## config.mk

```make
export PLATFORM = sky130hd
export DESIGN_NAME = hazard_ctrl_flat
export DESIGN_NICKNAME = d
export VERILOG_FILES = /design/src/rtl/hazard_if.sv /design/src/rtl/hazard_ctrl.sv /design/src/flat_wrapper.sv
export SDC_FILE = /design/constraint.sdc
export NUM_CORES = 1
export LEC_CHECK = 0
export CAP_MARGIN = 30
export CORE_MARGIN = 5
export CORE_UTILIZATION = 30
export CTS_CLUSTER_SIZE = 30
export DETAILED_ROUTE_END_ITERATION = 12
export GPL_TIMING_DRIVEN = 0
export PLACE_DENSITY = 0.74
export SLEW_MARGIN = 20
export SYNTH_ARGS = -nofsm -noshare
export SYNTH_HDL_FRONTEND = slang
export SYNTH_SLANG_ARGS = --single-unit
```

## constraint.sdc

```tcl
create_clock -name clk -period 4 [get_ports clk]
set_clock_uncertainty 0.05 [all_clocks]
set_input_delay 0.6 -clock clk [delete_from_list [all_inputs] [get_ports clk]]
set_output_delay 0.6 -clock clk [all_outputs]
set_load 0.005 [all_outputs]
```

## src/rtl/hazard_if.sv

```systemverilog
// hazard_if: bundle between the hazard/stall controller and the pipeline.
//   Decode/EX/memory status flows into the controller. Register enables,
//   bubble controls and status flow out of it.
//   modport master : the controller (hazard_ctrl)
//   modport slave  : the pipeline side that drives status and consumes enables
interface hazard_if;
  // status into the controller
  logic [15:0] IFID_Instr;       // instruction in decode; Rs=[10:8], Rt=[7:5]
  logic        ValidRs_ID;       // decode instruction reads Rs
  logic        ValidRt_ID;       // decode instruction reads Rt
  logic        IDEX_MemRead;     // EX instruction is a load
  logic        IDEX_RegWriteEN;  // EX instruction writes a register
  logic [2:0]  IDEX_DstRegNum;   // EX destination register
  logic        BranchTaken_EX;   // EX resolved a taken branch/jump
  logic        IMem_Stall;       // fetch not complete this cycle
  logic        DMem_Stall;       // MEM data access not complete this cycle
  // controls out of the controller
  logic        PC_WriteEN;
  logic        IFID_WriteEN;
  logic        IDEX_WriteEN;
  logic        EXMEM_WriteEN;
  logic        MEMWB_WriteEN;
  logic        IFID_Bubble;      // IF/ID loads IFID_BubbleInstr
  logic        IDEX_Bubble;      // ID/EX loads all-zero controls
  logic [15:0] IFID_BubbleInstr; // encoding IF/ID loads on a bubble
  logic        Halted;
  logic [15:0] Stall_Count;
  logic [1:0]  State;

  modport master (
    input  IFID_Instr, ValidRs_ID, ValidRt_ID, IDEX_MemRead, IDEX_RegWriteEN,
           IDEX_DstRegNum, BranchTaken_EX, IMem_Stall, DMem_Stall,
    output PC_WriteEN, IFID_WriteEN, IDEX_WriteEN, EXMEM_WriteEN, MEMWB_WriteEN,
           IFID_Bubble, IDEX_Bubble, IFID_BubbleInstr, Halted, Stall_Count, State
  );

  modport slave (
    output IFID_Instr, ValidRs_ID, ValidRt_ID, IDEX_MemRead, IDEX_RegWriteEN,
           IDEX_DstRegNum, BranchTaken_EX, IMem_Stall, DMem_Stall,
    input  PC_WriteEN, IFID_WriteEN, IDEX_WriteEN, EXMEM_WriteEN, MEMWB_WriteEN,
           IFID_Bubble, IDEX_Bubble, IFID_BubbleInstr, Halted, Stall_Count, State
  );
endinterface

```

## src/rtl/hazard_ctrl.sv

```systemverilog
// hazard_ctrl: pipeline hazard and stall controller for the 5-stage core.
//   Owns every pipeline-register write enable, both bubble inserts and the
//   PC write enable. Sequences load-use stalls, branch squashes, memory wait
//   freezes and the HALT drain.
//   clk, rst : clock and synchronous active-high reset
//   hif      : hazard_if.master (status in, enables/bubbles/status out)
module hazard_ctrl #(
  parameter logic [15:0] NOP_INSTR = 16'h0800,
  parameter logic [4:0]  HALT_OPC  = 5'b00000
) (
  input logic      clk,
  input logic      rst,
  hazard_if.master hif
);
  typedef enum logic [1:0] {
    RUN    = 2'b00,
    DRAIN  = 2'b01,
    HALTED = 2'b10
  } state_t;

  state_t      state_reg, state_next;
  logic [1:0]  drain_cnt_reg, drain_cnt_next;
  logic        halted_reg;
  logic [15:0] stall_count_reg;

  logic pc_we, ifid_we, idex_we, exmem_we, memwb_we, ifid_bub, idex_bub;
  logic luh;

  // Opcode field is decoded through HALT_OPC; the low bits are not needed here.
  logic unused_instr_bits;
  assign unused_instr_bits = &{1'b0, hif.IFID_Instr[4:0]};

  assign luh = hif.IDEX_MemRead & hif.IDEX_RegWriteEN &
               ((hif.ValidRs_ID & (hif.IFID_Instr[10:8] == hif.IDEX_DstRegNum)) |
                (hif.ValidRt_ID & (hif.IFID_Instr[7:5]  == hif.IDEX_DstRegNum)));

  always_comb begin
    pc_we          = 1'b1;
    ifid_we        = 1'b1;
    idex_we        = 1'b1;
    exmem_we       = 1'b1;
    memwb_we       = 1'b1;
    ifid_bub       = 1'b0;
    idex_bub       = 1'b0;
    state_next     = state_reg;
    drain_cnt_next = drain_cnt_reg;

    if (rst) begin
      // Flow NOPs into the front of the pipe while reset is held.
      ifid_bub = 1'b1;
      idex_bub = 1'b1;
    end else begin
      unique case (state_reg)
        RUN: begin
          if (hif.DMem_Stall) begin
            // Freeze; a held taken branch is acted on once the freeze lifts.
            {pc_we, ifid_we, idex_we, exmem_we, memwb_we} = 5'b00000;
          end else if (hif.BranchTaken_EX) begin
            // Redirect writes PC; any in-flight fetch is discarded, so
            // IMem_Stall does not matter here.
            ifid_bub = 1'b1;
            idex_bub = 1'b1;
          end else if (luh) begin
            pc_we    = 1'b0;
            ifid_we  = 1'b0;
            idex_bub = 1'b1;
          end else if (hif.IFID_Instr[15:11] == HALT_OPC) begin
            // HALT moves on into ID/EX; fetch stops for good.
            pc_we          = 1'b0;
            ifid_bub       = 1'b1;
            drain_cnt_next = 2'd3;
            state_next     = DRAIN;
          end else if (hif.IMem_Stall) begin
            pc_we    = 1'b0;
            ifid_bub = 1'b1;
          end
        end
        DRAIN: begin
          if (hif.DMem_Stall) begin
            {pc_we, ifid_we, idex_we, exmem_we, memwb_we} = 5'b00000;
          end else begin
            pc_we          = 1'b0;
            ifid_bub       = 1'b1;
            drain_cnt_next = drain_cnt_reg - 2'd1;
            if (drain_cnt_reg == 2'd1) state_next = HALTED;
          end
        end
        default: begin
          {pc_we, ifid_we, idex_we, exmem_we, memwb_we} = 5'b00000;
        end
      endcase
    end
  end

  always_ff @(posedge clk) begin
    if (rst) begin
      state_reg       <= RUN;
      drain_cnt_reg   <= 2'd0;
      halted_reg      <= 1'b0;
      stall_count_reg <= 16'd0;
    end else begin
      state_reg     <= state_next;
      drain_cnt_reg <= drain_cnt_next;
      halted_reg    <= (state_next == HALTED);
      if ((state_reg != HALTED) && !pc_we && (stall_count_reg != 16'hFFFF))
        stall_count_reg <= stall_count_reg + 16'd1;
    end
  end

  assign hif.PC_WriteEN       = pc_we;
  assign hif.IFID_WriteEN     = ifid_we;
  assign hif.IDEX_WriteEN     = idex_we;
  assign hif.EXMEM_WriteEN    = exmem_we;
  assign hif.MEMWB_WriteEN    = memwb_we;
  assign hif.IFID_Bubble      = ifid_bub;
  assign hif.IDEX_Bubble      = idex_bub;
  assign hif.IFID_BubbleInstr = NOP_INSTR;
  assign hif.Halted           = halted_reg;
  assign hif.Stall_Count      = stall_count_reg;
  assign hif.State            = state_reg;
endmodule

```

## src/flat_wrapper.sv

```systemverilog
// flat-port wrapper written by rule: the top's interface ports become plain ports
module hazard_ctrl_flat 
#(
  parameter logic [15:0] NOP_INSTR = 16'h0800,
  parameter logic [4:0]  HALT_OPC  = 5'b00000
)
  (clk, rst, hif_IFID_Instr, hif_ValidRs_ID, hif_ValidRt_ID, hif_IDEX_MemRead, hif_IDEX_RegWriteEN, hif_IDEX_DstRegNum, hif_BranchTaken_EX, hif_IMem_Stall, hif_DMem_Stall, hif_PC_WriteEN, hif_IFID_WriteEN, hif_IDEX_WriteEN, hif_EXMEM_WriteEN, hif_MEMWB_WriteEN, hif_IFID_Bubble, hif_IDEX_Bubble, hif_IFID_BubbleInstr, hif_Halted, hif_Stall_Count, hif_State);
  hazard_if hif_i ();
  input logic clk;
  input logic rst;
  input wire logic [$bits(hif_i.IFID_Instr)-1:0] hif_IFID_Instr;
  input wire logic [$bits(hif_i.ValidRs_ID)-1:0] hif_ValidRs_ID;
  input wire logic [$bits(hif_i.ValidRt_ID)-1:0] hif_ValidRt_ID;
  input wire logic [$bits(hif_i.IDEX_MemRead)-1:0] hif_IDEX_MemRead;
  input wire logic [$bits(hif_i.IDEX_RegWriteEN)-1:0] hif_IDEX_RegWriteEN;
  input wire logic [$bits(hif_i.IDEX_DstRegNum)-1:0] hif_IDEX_DstRegNum;
  input wire logic [$bits(hif_i.BranchTaken_EX)-1:0] hif_BranchTaken_EX;
  input wire logic [$bits(hif_i.IMem_Stall)-1:0] hif_IMem_Stall;
  input wire logic [$bits(hif_i.DMem_Stall)-1:0] hif_DMem_Stall;
  output wire logic [$bits(hif_i.PC_WriteEN)-1:0] hif_PC_WriteEN;
  output wire logic [$bits(hif_i.IFID_WriteEN)-1:0] hif_IFID_WriteEN;
  output wire logic [$bits(hif_i.IDEX_WriteEN)-1:0] hif_IDEX_WriteEN;
  output wire logic [$bits(hif_i.EXMEM_WriteEN)-1:0] hif_EXMEM_WriteEN;
  output wire logic [$bits(hif_i.MEMWB_WriteEN)-1:0] hif_MEMWB_WriteEN;
  output wire logic [$bits(hif_i.IFID_Bubble)-1:0] hif_IFID_Bubble;
  output wire logic [$bits(hif_i.IDEX_Bubble)-1:0] hif_IDEX_Bubble;
  output wire logic [$bits(hif_i.IFID_BubbleInstr)-1:0] hif_IFID_BubbleInstr;
  output wire logic [$bits(hif_i.Halted)-1:0] hif_Halted;
  output wire logic [$bits(hif_i.Stall_Count)-1:0] hif_Stall_Count;
  output wire logic [$bits(hif_i.State)-1:0] hif_State;
  assign hif_i.IFID_Instr = hif_IFID_Instr;
  assign hif_i.ValidRs_ID = hif_ValidRs_ID;
  assign hif_i.ValidRt_ID = hif_ValidRt_ID;
  assign hif_i.IDEX_MemRead = hif_IDEX_MemRead;
  assign hif_i.IDEX_RegWriteEN = hif_IDEX_RegWriteEN;
  assign hif_i.IDEX_DstRegNum = hif_IDEX_DstRegNum;
  assign hif_i.BranchTaken_EX = hif_BranchTaken_EX;
  assign hif_i.IMem_Stall = hif_IMem_Stall;
  assign hif_i.DMem_Stall = hif_DMem_Stall;
  assign hif_PC_WriteEN = hif_i.PC_WriteEN;
  assign hif_IFID_WriteEN = hif_i.IFID_WriteEN;
  assign hif_IDEX_WriteEN = hif_i.IDEX_WriteEN;
  assign hif_EXMEM_WriteEN = hif_i.EXMEM_WriteEN;
  assign hif_MEMWB_WriteEN = hif_i.MEMWB_WriteEN;
  assign hif_IFID_Bubble = hif_i.IFID_Bubble;
  assign hif_IDEX_Bubble = hif_i.IDEX_Bubble;
  assign hif_IFID_BubbleInstr = hif_i.IFID_BubbleInstr;
  assign hif_Halted = hif_i.Halted;
  assign hif_Stall_Count = hif_i.Stall_Count;
  assign hif_State = hif_i.State;
  hazard_ctrl #(.NOP_INSTR(NOP_INSTR), .HALT_OPC(HALT_OPC)) u_core (.clk(clk), .rst(rst), .hif(hif_i));
endmodule
```

==> flow_results.xml, run 1 <==
<?xml version="1.0" encoding="UTF-8"?>
<metrics>
  <group name="layout">
    <metric name="drive_gt1_share" unit="%">13.68</metric>
    <metric name="multiInputGateArea" unit="µm²">778.2</metric>
    <metric name="sequential_cell_area" unit="µm²">420.4</metric>
    <metric name="area_of_all_placed_cells_without_fillers" unit="µm²">1973</metric>
    <metric name="design.final.nets" unit="">265</metric>
    <metric name="area_growth" unit="%">47.38</metric>
    <metric name="largest_register_ffs" unit="">16</metric>
    <metric name="number_of_antenna_repair_diodes" unit="">0</metric>
    <metric name="num-fill-cells" unit="">438</metric>
  </group>
  <group name="floorplan">
    <metric name="core_area" unit="µm²">4354</metric>
    <metric name="dieHeight" unit="µm">76.80</metric>
    <metric name="effective_utilization_at_floorplan" unit="%">30.75</metric>
    <metric name="die_area" unit="µm²">5898</metric>
    <metric name="floorplan.die.width" unit="µm">76.80</metric>
    <metric name="std_cell_rows" unit="">24</metric>
    <metric name="io_pins" unit="">70</metric>
  </group>
  <group name="critical_path">
    <metric name="end_kind" unit="">output pin</metric>
    <metric name="cp.required" unit="ns">3.35</metric>
    <metric name="critical_path.cell_chain" unit="">clkdlybuf4s50_1, xnor2_1, nand4_1, a21oi_1, a21boi_0, a21boi_0, clkdlybuf4s50_1</metric>
    <metric name="worst_setup_path_startpoint" unit="">hif_IDEX_DstRegNum[0]</metric>
    <metric name="worstSetupPathDepth" unit="">7</metric>
    <metric name="number_of_cell_instances_on_the_worst_register_to_register_path" unit="">9</metric>
    <metric name="crit_arrival" unit="ns">2.51</metric>
    <metric name="critical_path_peak_fanout" unit="">4</metric>
    <metric name="critPathKind" unit="">in -&gt; out</metric>
    <metric name="critical_path.reg2reg.startpoint" unit="">u_core.hif.Stall_Count[0]</metric>
    <metric name="cp_slowest_cell" unit="">sky130_fd_sc_hd__clkdlybuf4s50_1</metric>
    <metric name="critical_path_launch_point_type" unit="">input pin</metric>
    <metric name="critical_path.top_delay_family" unit="">buffers and inverters</metric>
    <metric name="max_stage_delay" unit="ns">0.51</metric>
    <metric name="critical_path_buf_inv_count" unit="">2</metric>
  </group>
  <group name="power_and_ir_drop">
    <metric name="p_total" unit="µW">455.6</metric>
    <metric name="peakVddDrop" unit="mV">0.1517</metric>
    <metric name="leakage" unit="nW">0.7248</metric>
    <metric name="cellPowerDensity" unit="nW/µm²">230.9</metric>
  </group>
  <group name="clocking">
    <metric name="clk_transition_reported_paths" unit="ns">0.07</metric>
    <metric name="number_of_buffers_created_by_cts" unit="">3</metric>
    <metric name="cts-resized-gates" unit="">0</metric>
    <metric name="cts_hold_buffers" unit="">0</metric>
    <metric name="clock_latency" unit="ns">0.26</metric>
    <metric name="cts.root.buffer_cell" unit="">sky130_fd_sc_hd__clkbuf_8</metric>
    <metric name="cts_tree" unit="">done</metric>
    <metric name="clock_sinks" unit="">21</metric>
    <metric name="ctsLongestPathBuffers" unit="">2</metric>
    <metric name="cts_post_setup_buffers_inserted" unit="">0</metric>
    <metric name="htree_levels" unit="">1</metric>
  </group>
  <group name="min_path">
    <metric name="worstHoldStart" unit="">u_core.drain_cnt_reg[1]</metric>
    <metric name="hold_path_depth" unit="">2</metric>
    <metric name="min_path_type" unit="">reg -&gt; reg</metric>
  </group>
  <group name="yosys">
    <metric name="synth-main-ff-cell" unit="">sky130_fd_sc_hd__dfxtp_1</metric>
    <metric name="synth.distinct_cells" unit="">38</metric>
    <metric name="postSynth.asyncResetShare" unit="%">0</metric>
    <metric name="synth-seq-area-share" unit="%">31.40</metric>
    <metric name="post_synth_simple_gate_area" unit="%">25.79</metric>
    <metric name="mappedNetlistArea" unit="µm²">1339</metric>
    <metric name="xor_and_xnor_area_share_after_synthesis" unit="%">6.542</metric>
    <metric name="yosys.cell_count.top_type" unit="">sky130_fd_sc_hd__dfxtp_1</metric>
    <metric name="synth_area_in_compound_gates" unit="%">17.01</metric>
    <metric name="synthMuxAreaShare" unit="%">2.430</metric>
    <metric name="synth_enable_flop_cells" unit="">0</metric>
    <metric name="synth_area_per_cell" unit="µm²">7.922</metric>
    <metric name="ys.warnings.count" unit="">0</metric>
    <metric name="syn_inst" unit="">169</metric>
    <metric name="synth.ff_latch_count" unit="">21</metric>
    <metric name="post_synth_fa_ha_maj_area_fraction" unit="%">1.869</metric>
    <metric name="synth_top_cell_area_share" unit="%">31.40</metric>
    <metric name="synth_area_leaders" unit="">sky130_fd_sc_hd__dfxtp_1, sky130_fd_sc_hd__buf_4, sky130_fd_sc_hd__nor2_1</metric>
    <metric name="yosys_top_cell_by_area" unit="">sky130_fd_sc_hd__dfxtp_1</metric>
    <metric name="main_combinational_cell_family_by_area_after_synthesis" unit="">simple AND/OR/NAND/NOR gates</metric>
    <metric name="netlist_top_cells_count" unit="">sky130_fd_sc_hd__dfxtp_1, sky130_fd_sc_hd__nor2_1, sky130_fd_sc_hd__buf_4</metric>
  </group>
  <group name="drt">
    <metric name="routed_via_density" unit="">4.734</metric>
    <metric name="remaining_drc_errors" unit="">0</metric>
    <metric name="drt_wirelength" unit="µm">3481</metric>
    <metric name="drt_iter0_drc" unit="">102</metric>
    <metric name="wire_length_per_cell_after_detailed_routing" unit="µm">12.17</metric>
    <metric name="ant_nets" unit="">0</metric>
    <metric name="num_vias" unit="">1354</metric>
    <metric name="firstDrtPassIters" unit="">4</metric>
  </group>
  <group name="global_route">
    <metric name="grt_pass1_vias" unit="">1287</metric>
    <metric name="grt_antenna_before_repair" unit="">0</metric>
    <metric name="grt_start_max_net_pins" unit="">13</metric>
    <metric name="overflow" unit="">0</metric>
    <metric name="global_route.usage.total" unit="%">11.68</metric>
    <metric name="global_route_wire_length_before_repair" unit="µm">5858</metric>
  </group>
  <group name="flow_run">
    <metric name="drv_cap" unit="">0</metric>
  </group>
  <group name="status">
    <metric name="status" unit="">completed</metric>
  </group>
  <group name="sta">
    <metric name="maxSlewViolCount" unit="">0</metric>
    <metric name="min_period" unit="ns">3.161</metric>
    <metric name="finalHoldViolCount" unit="">0</metric>
    <metric name="grt_setup_unrepaired" unit="">no</metric>
    <metric name="timing.setup.tns" unit="ns">0</metric>
    <metric name="finalWorstSetupSlack" unit="ns">0.8387</metric>
    <metric name="clock.fmax" unit="GHz">0.3163</metric>
    <metric name="period_share" unit="%">79.03</metric>
    <metric name="finalSetupViolations" unit="">0</metric>
  </group>
  <group name="placed_design">
    <metric name="io_buffer_count" unit="">47</metric>
    <metric name="dpl_cell_area" unit="µm²">1927</metric>
    <metric name="place_hpwl" unit="µm">2852</metric>
    <metric name="dpl_worst_slack" unit="ns">0.8226</metric>
    <metric name="globalplace.congestion" unit="">0.7597</metric>
  </group>
</metrics>
==> per-stage QoR <==
step	utilization, %	hold WS (ns)	std cells
floorplan	-	0.3903	183
global placement	44.25	0.4069	282
detailed placement	44.25	0.4244	282
CTS	45.32	0.4358	286
global route	45.32	0.4727	286
finish	45.32	0.4360	286
==> logic make-up (layout without fill, tap and decap cells) <==
logic type	after synthesis	in the layout
flip-flops	21	21
XOR/XNOR	10	10
multiplexers	3	3
adder cells (fa/ha/maj)	2	2
AO/OA/AOI/OAI	35	35
buffers and inverters	31	82
AND/OR/NAND/NOR	65	65
other	2	16
==> tightest hold or removal path, cell delays in order (launching register included) <==
cell,delay (ns)
sky130_fd_sc_hd__dfxtp_1,0.31
sky130_fd_sc_hd__inv_1,0.07
sky130_fd_sc_hd__a211oi_1,0.06
==> where the power goes <==
group	total (mW)	switching [mW]	leakage, nW	internal (mW)
clock	0.138	0.0689	0.0255	0.0694
sequential	0.221	0.00783	0.170	0.213
combinational	0.0968	0.0384	0.530	0.0584
total	0.456	0.115	0.725	0.340
==> cell usage in the layout, fill, tap and decap left out, types with 2 or more instances in the layout <==
cell type,Yosys,routed
sky130_fd_sc_hd__buf_4,18,18
sky130_fd_sc_hd__nand4_1,6,6
sky130_fd_sc_hd__inv_1,7,7
sky130_fd_sc_hd__clkbuf_8,0,3
sky130_fd_sc_hd__nand3_1,7,7
sky130_fd_sc_hd__mux2_2,2,2
sky130_fd_sc_hd__xnor2_1,6,6
sky130_fd_sc_hd__dfxtp_1,21,21
sky130_fd_sc_hd__or2_2,2,2
sky130_fd_sc_hd__or3_1,5,5
sky130_fd_sc_hd__a21boi_0,2,2
sky130_fd_sc_hd__o21ai_0,7,7
sky130_fd_sc_hd__conb_1,2,16
sky130_fd_sc_hd__or4_1,5,5
sky130_fd_sc_hd__clkdlybuf4s50_1,0,47
sky130_fd_sc_hd__nor2_1,19,19
sky130_fd_sc_hd__clkbuf_1,4,4
sky130_fd_sc_hd__nand2_1,6,6
sky130_fd_sc_hd__nor4_1,3,3
sky130_fd_sc_hd__ha_1,2,2
sky130_fd_sc_hd__nor3_1,4,4
sky130_fd_sc_hd__nor3b_1,2,2
sky130_fd_sc_hd__a21oi_1,11,11
sky130_fd_sc_hd__and3_1,2,2
sky130_fd_sc_hd__a211oi_1,2,2
sky130_fd_sc_hd__xor2_1,4,4
sky130_fd_sc_hd__a31oi_1,3,3
sky130_fd_sc_hd__o31ai_1,5,5
==> per-layer routing <==
layer	vias up	GRT usage (%)	wire length (µm)
met3	4	3.864	210
met2	39	21.39	1828
met4	0	2.622	38
met1	611	12.90	1403
li1	700	-	-
met5	-	0	0
==> final timing paths <==
path	slack, ns	to
setup / recovery	0.84	hif_IFID_Bubble
hold / removal	0.44	u_core.drain_cnt_reg[1]
setup reg to reg	1.55	u_core.hif.Stall_Count[1]
hold reg to reg	0.44	u_core.drain_cnt_reg[1]
==> layout make-up <==
class | count | area share (%)
Sequential cell | 21 | 21.31
Clock buffer | 3 | 2.093
Timing Repair Buffer | 47 | 23.84
Clock inverter | 1 | 0.2536
Tap cell | 52 | 3.297
Multi-Input combinational cell | 131 | 39.44
Inverter | 7 | 1.332
Buffer | 24 | 8.434
Power figures use the tool's default switching activity.
==> run 2: changes to the inputs <==
PLACE_DENSITY = 0.76   (was 0.74)
clock period = 2.7 ns   (was 4 ns; I/O delays follow)
==> run 2 against run 1 <==
Non-clock buffer count unchanged. Die area unchanged. Power up 49%. Core utilization up 0.60 points. Critical path depth down 1. Largest power group unchanged. Sequential power up 48%.
==> flow_results.xml, run 2 (same netlist as run 1, synthesis figures left out) <==
<?xml version="1.0" encoding="UTF-8"?>
<metrics>
  <group name="layout">
    <metric name="largest_register_ffs" unit="">16</metric>
    <metric name="area_of_all_placed_cells_without_fillers" unit="µm²">1999</metric>
    <metric name="area_growth" unit="%">49.35</metric>
    <metric name="number_of_antenna_repair_diodes" unit="">0</metric>
    <metric name="drive_gt1_share" unit="%">14.53</metric>
    <metric name="most-common-layout-cells" unit="">sky130_fd_sc_hd__clkdlybuf4s50_1, sky130_fd_sc_hd__dfxtp_1, sky130_fd_sc_hd__nor2_1, sky130_fd_sc_hd__buf_4, sky130_fd_sc_hd__conb_1</metric>
    <metric name="layout.cells.most_common" unit="">sky130_fd_sc_hd__clkdlybuf4s50_1</metric>
    <metric name="design.final.nets" unit="">265</metric>
  </group>
  <group name="critical_path">
    <metric name="critical_path_launch_point_type" unit="">input pin</metric>
    <metric name="critical_path_peak_fanout" unit="">4</metric>
    <metric name="max_stage_delay" unit="ns">0.48</metric>
    <metric name="crit_arrival" unit="ns">2.00</metric>
    <metric name="cp_slowest_cell" unit="">sky130_fd_sc_hd__clkdlybuf4s50_1</metric>
    <metric name="end_kind" unit="">output pin</metric>
    <metric name="crit_path_frequent_cell" unit="">sky130_fd_sc_hd__clkdlybuf4s50_1</metric>
    <metric name="cp.required" unit="ns">2.25</metric>
    <metric name="critical_path.cell_chain" unit="">clkdlybuf4s50_1, xnor2_1, nand4_1, a21oi_2, a21boi_1, clkdlybuf4s50_1</metric>
    <metric name="critPathKind" unit="">in -&gt; out</metric>
  </group>
  <group name="clocking">
    <metric name="clock_latency" unit="ns">0.27</metric>
    <metric name="cts.root.buffer_cell" unit="">sky130_fd_sc_hd__clkbuf_8</metric>
    <metric name="number_of_buffers_created_by_cts" unit="">3</metric>
    <metric name="htree_levels" unit="">1</metric>
    <metric name="cts_tree" unit="">done</metric>
    <metric name="clock_sinks" unit="">21</metric>
    <metric name="clk_transition_reported_paths" unit="ns">0.07</metric>
    <metric name="ctsLongestPathBuffers" unit="">2</metric>
    <metric name="cts_hold_buffers" unit="">0</metric>
  </group>
  <group name="drt">
    <metric name="routed_via_density" unit="">4.643</metric>
    <metric name="num_vias" unit="">1328</metric>
    <metric name="ant_nets" unit="">0</metric>
    <metric name="drt_iter0_drc" unit="">108</metric>
    <metric name="firstDrtPassIters" unit="">4</metric>
    <metric name="drt_wirelength" unit="µm">3370</metric>
    <metric name="wire_length_per_cell_after_detailed_routing" unit="µm">11.78</metric>
    <metric name="remaining_drc_errors" unit="">0</metric>
  </group>
  <group name="placed_design">
    <metric name="dpl_cell_area" unit="µm²">1927</metric>
    <metric name="globalplace.congestion" unit="">0.7612</metric>
    <metric name="io_buffer_count" unit="">47</metric>
    <metric name="place_hpwl" unit="µm">2766</metric>
  </group>
  <group name="floorplan">
    <metric name="floorplan.die.width" unit="µm">76.80</metric>
    <metric name="core_area" unit="µm²">4354</metric>
    <metric name="die_area" unit="µm²">5898</metric>
    <metric name="effective_utilization_at_floorplan" unit="%">30.75</metric>
    <metric name="io_pins" unit="">70</metric>
    <metric name="dieHeight" unit="µm">76.80</metric>
    <metric name="std_cell_rows" unit="">24</metric>
  </group>
  <group name="power_and_ir_drop">
    <metric name="combPwrFrac" unit="%">20.9</metric>
    <metric name="peakVddDrop" unit="mV">0.2003</metric>
    <metric name="leakage" unit="nW">0.7725</metric>
    <metric name="clock_power_share" unit="%">30.9</metric>
    <metric name="power_switching" unit="µW">173.7</metric>
    <metric name="power_frac_seq" unit="%">48.2</metric>
    <metric name="switching_share" unit="%">25.66</metric>
    <metric name="internal-power" unit="µW">503.2</metric>
    <metric name="cellPowerDensity" unit="nW/µm²">338.5</metric>
  </group>
  <group name="sta">
    <metric name="clock.fmax" unit="GHz">0.4078</metric>
    <metric name="maxSlewViolCount" unit="">0</metric>
    <metric name="holdWs" unit="ns">0.4192</metric>
    <metric name="finalHoldViolCount" unit="">0</metric>
    <metric name="period_share" unit="%">90.82</metric>
    <metric name="finalSetupViolations" unit="">0</metric>
    <metric name="grt_setup_unrepaired" unit="">no</metric>
    <metric name="min_period" unit="ns">2.452</metric>
  </group>
  <group name="min_path">
    <metric name="min_path_type" unit="">reg -&gt; reg</metric>
  </group>
  <group name="flow_run">
    <metric name="drv_cap" unit="">0</metric>
  </group>
  <group name="global_route">
    <metric name="global_route.usage.total" unit="%">11.22</metric>
    <metric name="grt_pass1_vias" unit="">1220</metric>
    <metric name="global_route_wire_length_before_repair" unit="µm">5706</metric>
    <metric name="grt_start_max_net_pins" unit="">13</metric>
    <metric name="overflow" unit="">0</metric>
    <metric name="grt_antenna_before_repair" unit="">0</metric>
  </group>
  <group name="status">
    <metric name="status" unit="">completed</metric>
  </group>
</metrics>
==> run 2: layout make-up <==
cell class | instances | area, µm²
buffer | 24 | 166.4
clock buffer | 3 | 41.29
clock inverter | 1 | 5.005
fill | 427 | 2355
inverter | 7 | 26.28
multi-input combinational | 131 | 789.5
sequential | 21 | 420.4
tap | 52 | 65.06
timing repair buffer | 47 | 485.5
==> run 2: power groups by stage <==
| stage | clock network (mW) | logic [mW] | registers, mW |
|---|---|---|---|
| final | 0.209 | 0.142 | 0.326 |
| after global routing | 0.230 | 0.156 | 0.328 |
| after CTS | 0.213 | 0.143 | 0.326 |
| after detailed placement | 0 | 0.142 | 0.333 |
| after global placement | 0 | 0.140 | 0.334 |
| after floorplan | 0 | 0.0736 | 0.331 |
==> run 2: path summary, 6_finish.rpt <==
check	from	end	slack, ns	cells past startpoint
hold reg to reg	u_core.drain_cnt_reg[1]	u_core.drain_cnt_reg[1]	0.42	2
setup reg to reg	u_core.hif.Stall_Count[0]	u_core.hif.Stall_Count[1]	0.26	9
setup / recovery	hif_IFID_Instr[8]	hif_IFID_WriteEN	0.25	6
hold / removal	u_core.drain_cnt_reg[1]	u_core.drain_cnt_reg[1]	0.42	2
==> run 2: through the flow <==
step | setup TNS, ns | worst slack, ns | util (%) | power, mW | cells
2_1_floorplan | 0 | 0.6169 | - | 0.4047 | 183
3_3_place_gp | -0.09214 | -0.06278 | 44.25 | 0.4739 | 282
3_5_place_dp | -0.1734 | -0.09867 | 44.25 | 0.4750 | 282
4_1_cts | 0 | 0.001009 | 45.46 | 0.6822 | 286
5_1_grt | 0 | 0.03762 | 45.92 | 0.7139 | 286
6_report | 0 | 0.2478 | 45.92 | 0.6769 | 286
==> run 2: worst max-delay path: cells and delay by family <==
kind	cells	cell delay [ns]
buf+inv	2	0.94
xor+xnor	1	0.11
simple gates	1	0.19
compound gates	2	0.36
==> run 2: per-layer routing <==
layer  up-vias  global-route usage (%)  wire length, µm
met5         -                       0                0
met4         0                   1.049                8
met3         2                   3.162              195
met2        34                   19.27             1722
met1       587                   14.41             1444
li1        705                       -                -
==> run 2: timing repair <==
item | CTS | global route
resized for setup | 2 | 8
pin swaps | 1 | 3
buffers inserted | 0 | 0
endpoints found under the setup margin | 3 | 3
